$ cat src/rtl/dmem_pkg.sv
// rtl/dmem_pkg.sv - shared funct3 codes, FSM states and lane helpers for the data memory LSU
package dmem_pkg;

    localparam logic [2:0] F3_B  = 3'b000;
    localparam logic [2:0] F3_H  = 3'b001;
    localparam logic [2:0] F3_W  = 3'b010;
    localparam logic [2:0] F3_BU = 3'b100;
    localparam logic [2:0] F3_HU = 3'b101;

    typedef enum logic {
        ST_CLEAR = 1'b0,
        ST_READY = 1'b1
    } state_e;

    function automatic logic f3_legal(input logic [2:0] funct3);
        return (funct3 == F3_B) || (funct3 == F3_H) || (funct3 == F3_W) ||
               (funct3 == F3_BU) || (funct3 == F3_HU);
    endfunction

    function automatic logic f3_misaligned(input logic [2:0] funct3, input logic [1:0] offset);
        case (funct3)
            F3_H, F3_HU: return offset[0];
            F3_W:        return offset != 2'b00;
            default:     return 1'b0;
        endcase
    endfunction

    function automatic logic [3:0] lane_mask(input logic [2:0] funct3, input logic [1:0] offset);
        case (funct3)
            F3_B, F3_BU: return 4'b0001 << offset;
            F3_H, F3_HU: return 4'b0011 << offset;
            default:     return 4'b1111;
        endcase
    endfunction

endpackage

$ cat src/rtl/dmem_load_align.sv
// rtl/dmem_load_align.sv - selects the addressed lane of a loaded word and sign/zero extends it
module dmem_load_align
    import dmem_pkg::*;
(
    input  logic [31:0] word_i,
    input  logic [1:0]  offset_i,
    input  logic [2:0]  funct3_i,
    output logic [31:0] result_o
);

    logic [31:0] shifted;

    always_comb begin
        shifted  = word_i >> {offset_i, 3'b000};
        result_o = '0;
        case (funct3_i)
            F3_B:    result_o = {{24{shifted[7]}}, shifted[7:0]};
            F3_H:    result_o = {{16{shifted[15]}}, shifted[15:0]};
            F3_W:    result_o = word_i;
            F3_BU:   result_o = {24'h0, shifted[7:0]};
            F3_HU:   result_o = {16'h0, shifted[15:0]};
            default: result_o = '0;
        endcase
    end

endmodule

$ cat src/rtl/pipeline_dmem_lsu.sv
// rtl/pipeline_dmem_lsu.sv - byte-addressed data memory with load/store unit and post-reset clear sweep
module pipeline_dmem_lsu
    import dmem_pkg::*;
#(
    parameter int ADDR_W         = 32,
    parameter int DEPTH_WORDS    = 64,
    parameter int CLEAR_ON_RESET = 1
) (
    input  logic              clk,
    input  logic              reset,
    input  logic              req_valid,
    output logic              req_ready,
    input  logic              req_write,
    input  logic [2:0]        req_funct3,
    input  logic [ADDR_W-1:0] address,
    input  logic [31:0]       write_data,
    output logic              rsp_valid,
    output logic [31:0]       read_data,
    output logic              misalign,
    output logic              illegal
);

    localparam int IDX_W = $clog2(DEPTH_WORDS);

    state_e           state_q, state_d;
    logic [IDX_W-1:0] clr_idx_q, clr_idx_d;
    logic [31:0]      mem_q [DEPTH_WORDS];

    logic             rsp_valid_q, misalign_q, illegal_q;
    logic [31:0]      rd_word_q;
    logic [2:0]       rd_f3_q;
    logic [1:0]       rd_off_q;

    logic [IDX_W-1:0] idx;
    logic [1:0]       off;
    logic             accept, legal, mis, access_ok;
    logic [3:0]       mask;
    logic [31:0]      wdata_rep;
    logic             unused_addr;

    assign idx         = address[IDX_W+1:2];
    assign off         = address[1:0];
    assign unused_addr = ^address[ADDR_W-1:IDX_W+2];

    // Gating with reset keeps the requester from seeing a ready that reset is about to revoke.
    assign req_ready = (state_q == ST_READY) && !reset;
    assign accept    = req_valid && req_ready;
    assign legal     = f3_legal(req_funct3);
    assign mis       = f3_misaligned(req_funct3, off);
    assign access_ok = legal && !mis;
    assign mask      = lane_mask(req_funct3, off);

    always_comb begin
        state_d   = state_q;
        clr_idx_d = clr_idx_q;
        if (state_q == ST_CLEAR) begin
            clr_idx_d = clr_idx_q + 1'b1;
            if (clr_idx_q == IDX_W'(DEPTH_WORDS - 1)) begin
                state_d = ST_READY;
            end
        end
    end

    always_comb begin
        wdata_rep = write_data;
        case (req_funct3)
            F3_B, F3_BU: wdata_rep = {4{write_data[7:0]}};
            F3_H, F3_HU: wdata_rep = {2{write_data[15:0]}};
            default:     wdata_rep = write_data;
        endcase
    end

    always_ff @(posedge clk) begin
        if (reset) begin
            state_q   <= (CLEAR_ON_RESET != 0) ? ST_CLEAR : ST_READY;
            clr_idx_q <= '0;
        end else begin
            state_q   <= state_d;
            clr_idx_q <= clr_idx_d;
        end
    end

    always_ff @(posedge clk) begin
        if (!reset) begin
            if (state_q == ST_CLEAR) begin
                mem_q[clr_idx_q] <= '0;
            end else if (accept && req_write && access_ok) begin
                for (int b = 0; b < 4; b++) begin
                    if (mask[b]) begin
                        mem_q[idx][8*b +: 8] <= wdata_rep[8*b +: 8];
                    end
                end
            end
        end
    end

    // Rejected loads capture a zero word so the aligner yields 0 regardless of funct3.
    always_ff @(posedge clk) begin
        if (reset) begin
            rsp_valid_q <= 1'b0;
            misalign_q  <= 1'b0;
            illegal_q   <= 1'b0;
            rd_word_q   <= '0;
            rd_f3_q     <= '0;
            rd_off_q    <= '0;
        end else begin
            rsp_valid_q <= accept && !req_write;
            misalign_q  <= accept && legal && mis;
            illegal_q   <= accept && !legal;
            if (accept && !req_write) begin
                rd_word_q <= access_ok ? mem_q[idx] : '0;
                rd_f3_q   <= req_funct3;
                rd_off_q  <= off;
            end
        end
    end

    dmem_load_align u_align (
        .word_i   (rd_word_q),
        .offset_i (rd_off_q),
        .funct3_i (rd_f3_q),
        .result_o (read_data)
    );

    assign rsp_valid = rsp_valid_q;
    assign misalign  = misalign_q;
    assign illegal   = illegal_q;

endmodule

$ cat config.mk
export PLATFORM = sky130hd
export DESIGN_NAME = pipeline_dmem_lsu
export DESIGN_NICKNAME = d
export VERILOG_FILES = /design/src/rtl/dmem_pkg.sv /design/src/rtl/dmem_load_align.sv /design/src/rtl/pipeline_dmem_lsu.sv
export SDC_FILE = /design/constraint.sdc
export NUM_CORES = 2
export LEC_CHECK = 0
export ABC_AREA = 0
export BUFFER_PORTS_ARGS = -buffer_cell sky130_fd_sc_hd__buf_2
export CELL_PAD_IN_SITES_DETAIL_PLACEMENT = 0
export CELL_PAD_IN_SITES_GLOBAL_PLACEMENT = 2
export CORE_AREA = 2 2 476 478
export CTS_BUF_LIST = sky130_fd_sc_hd__clkbuf_4 sky130_fd_sc_hd__clkbuf_8 sky130_fd_sc_hd__clkbuf_16
export CTS_CLUSTER_DIAMETER = 50
export DETAILED_ROUTE_END_ITERATION = 6
export DIE_AREA = 0 0 478 480
export GPL_TIMING_DRIVEN = 0
export PLACE_DENSITY_LB_ADDON = 0.1
export SYNTH_ARGS = -nofsm -noshare
export SYNTH_HDL_FRONTEND = slang
export SYNTH_SLANG_ARGS = --single-unit
$ cat constraint.sdc
create_clock -name clk -period 4.5 [get_ports clk]
set_input_delay 0.45 -clock clk [delete_from_list [all_inputs] [get_ports clk]]
set_output_delay 0.45 -clock clk [all_outputs]
set_load 0.01 [all_outputs]
==> key figures <==
Synthesis
  • Seq cells post-synth: 2095
  • Sequential area share after synthesis: 75.6%
  • Main synth FF type: edfxtp_1
  • Area share of the largest cell type after synthesis: 74.5%
  • EDFF count, synth: about 2.0k
  • Synth top area cells: edfxtp_1, mux4_2, mux2i_1, nor2_1, dfxtp_1
  • Post-synthesis cell type with the largest combined area: edfxtp_1
  • Syn Inst Count: around 4.0k
  • Synth unique cells: 60
  • Synth async-reset ratio: 0%
  • Post-Syn Nets: ~4k
  • Warnings, synthesis: 0
  • Syn_area_per_cell: 20.8 um2
  • Mapped Area: 82600 um2

GRT
  • Pin count of the biggest net entering global routing: 65
  • Vias in the first global route: 44.2k
  • Initial antenna violation count: 20
  • First-pass GRT wire length: ~420000 um
  • Gr usage total: approximately 28%
  • Global route overflow: 0

Routing
  • Drt pass-1 iters: 7
  • Routed len/inst: 42.0 um
  • Routed vias/inst: 5.86
  • Routed Antenna Nets: 0
  • Vias: between 40k and 50k
  • Iteration-0 DRC Markers: 5276
  • Routed WL: 318000 um
  • Residual DRC count: 6

Worst setup path
  • Worst R2R Path Depth: 9
  • WS Path Type: in -> reg
  • Critical Path Start Type: input pin
  • Critical Path AT: about 5.0 ns
  • Maximum net fanout on the critical path: 10
  • Critical Path RT: 5.01 ns
  • CP Capture Type: flop

Clock network
  • Clk sinks: around 2.1k
  • H-tree Lvls: 4
  • Reg clk slew, reported paths: 0.06 ns
  • CTS max path bufs: 3
  • Worst-Skew Late Latency: 0.89 ns
  • CTS tree: done
  • CTS Buf Count: 235
  • Root buf cell: clkbuf_16

Placement
  • Dpl hpwl: 223000 um
  • GPL Wtd Cong: 0.904
  • Port bufs: 78

STA
  • Period utilisation layout: 101%
  • Slew HR: -6.29%
  • Fin. Hold Viols: 0
  • Clk_skew: 0.0401 ns
  • # setup viols final: 7
  • F_max: 221 MHz
  • Worst hold slack: 0.0819 ns
  • Actual slew at the worst max-slew pin: 1.59 ns
  • Post-route setup slack: -0.0245 ns
  • Minimum clock period: 4.52 ns
  • Setup repair after global routing missed its margin: no
  • Max Transition Viols Final: 76

Final layout
  • Commonest non-fill, non-tap cell in the layout: edfxtp_1
  • Layout cells sized above 1: 34.0%
  • Nets: roughly 4.4k
  • Commonest cells after routing, fill and taps aside: edfxtp_1, mux4_2, clkbuf_16, buf_2, mux2i_1
  • Fillers: slightly below 20k
  • Area delta synth->final: 17.7%

Power and ir drop
  • Sw Share: 22.3%
  • Pwr dens: 438 nW/um2
  • VDD IR max: 311 uV
  • Combinational share of power: 4.3%
  • Sw power: 9.52 mW
  • Seq pwr share: between 40 and 50%
  • Post-layout power: between 40 and 50 mW
  • Leak pwr: 35.0 nW
  • Clock network fraction of total power: 46.0%
  • Internal power: 33.1 mW

Flow run
  • Max-cap viol count: 7

Die
  • Die area: ~230000 um2
  • Die Ht: 480 um
  • Top-level port count: 107
  • Initial core utilization: 36.9%
  • Die W: ~480 um
  • Rows: approximately 170
  • Placeable core region: 224000 um2

Min path
  • Hold Crit Class: in -> reg
  • Hold depth: 3

Run status
  • Outcome: finished with violations
  • Failing checks: design-rule violations, max-capacitance violations, max-slew violations, negative setup slack
[power by group through the flow]
stage | clock (mW) | sequential [mW] | combinational (mW)
final | 19.6 | 21.2 | 1.83
after global routing | 20.5 | 21.2 | 1.83
after CTS | 19.8 | 21.2 | 1.82
after detailed placement | 0 | 21.6 | 1.78
after global placement | 0 | 21.6 | 1.75
after floorplan | 0 | 21.6 | 0.793
[final cells by class]
cell class                 instances  area [um2]  area share (%)
clock inverter                   140        1450            1.49
tap                             2992        3740            3.85
buffer                           252        1270            1.31
sequential                      2095       62400            64.2
clock buffer                     295        6430            6.62
multi-input combinational       1616       20100            20.7
timing repair buffer             171        1690            1.74
inverter                           3        11.3          0.0116
antenna                            5        12.5          0.0129
[flip-flops by register name, indices dropped and copies added, names as in the netlist]
name       cells
clr_idx_q      6
illegal        1
mem_q       2048
misalign       1
rd_f3_q        3
rd_off_q       2
rd_word_q     32
rsp_valid      1
state_q        1
[routing by layer]
layer	up-vias	track usage, %	routed length, um
met1	24540	38.1	134000
met3	454	4.51	20600
met4	2	10.5	13400
met2	1942	44.2	150000
met5	-	0	8
li1	17449	-	-
[cell families (layout without fill, tap and decap cells)]
logic type / count (synthesis) / in the layout / share of synthesized area [%]
and+or+nand+nor: 604 / 604 / 3.46
buffers and inverters: 256 / 861 / 1.47
AOI/OAI and AO/OA: 295 / 295 / 2.51
DFF: 2095 / 2095 / 75.6
xor gates and xnor gates: 4 / 4 / 0.0424
adders and majority gates: 1 / 1 / 0.0152
muxes: 712 / 712 / 16.9
other: 0 / 5 / 0
[worst max-delay path, stage by stage]
cell and delay (ns):
clkbuf_1 0.69, nor2b_1 0.21, buf_1 0.92, clkbuf_2 0.71
mux2_2 0.58, nand3_1 0.53, nor2_1 0.86
[path summary, 6_finish.rpt]
check / start / end / slack, ns
worst max-delay path: address[4] / mem_q[36][7]$_DFFE_PP_ / -0.02
worst min-delay path: address[0] / rd_off_q[0]$_SDFFE_PP0P_ / 0.08
worst min register to register: rd_word_q[5]$_SDFFE_PP0P_ / rd_word_q[5]$_SDFFE_PP0P_ / 0.56
worst max register to register: state_q$_SDFF_PP0_ / mem_q[0][2]$_DFFE_PP_ / 0.07
[repair_timing]
| item | CTS | global route |
|---|---|---|
| pin swaps | 1 | 0 |
| hold buffers | 1 | 0 |
| endpoints found under the setup margin | 1998 | 23 |
| setup buffers | 2 | 0 |
| resized for setup | 221 | 4 |
| endpoints found under the hold margin | 1 | 0 |
[synth_stat cells, drive strengths merged (7+ instances only)]
cell type	n
clkbuf	123
mux4	540
buf	130
nor4	48
or3	10
nand3	62
a22o	9
o21ai	46
a22oi	81
mux2i	159
nand2b	8
and2	13
o22ai	15
nor3	21
o211ai	9
nand2	135
edfxtp	2048
mux2	13
a211oi	7
a221o	22
a21oi	63
nor2b	22
dfxtp	47
a32oi	17
nor2	275
[metrics by stage]
step	instance area (um2)	worst slack [ns]	util, %	cells	TNS, ns
final	97200	-0.0245	43.4	7569	-0.151
after CTS	97200	0.0337	43.4	7564	0
after global placement	86700	-3.94	38.7	7037	-6628.24
after detailed placement	88500	-1.58	39.5	7127	-1528.32
after global routing	97200	0.0103	43.4	7567	0
after floorplan	82600	0.565	-	3967	0
No activity file was read; power rests on OpenSTA's default activity.
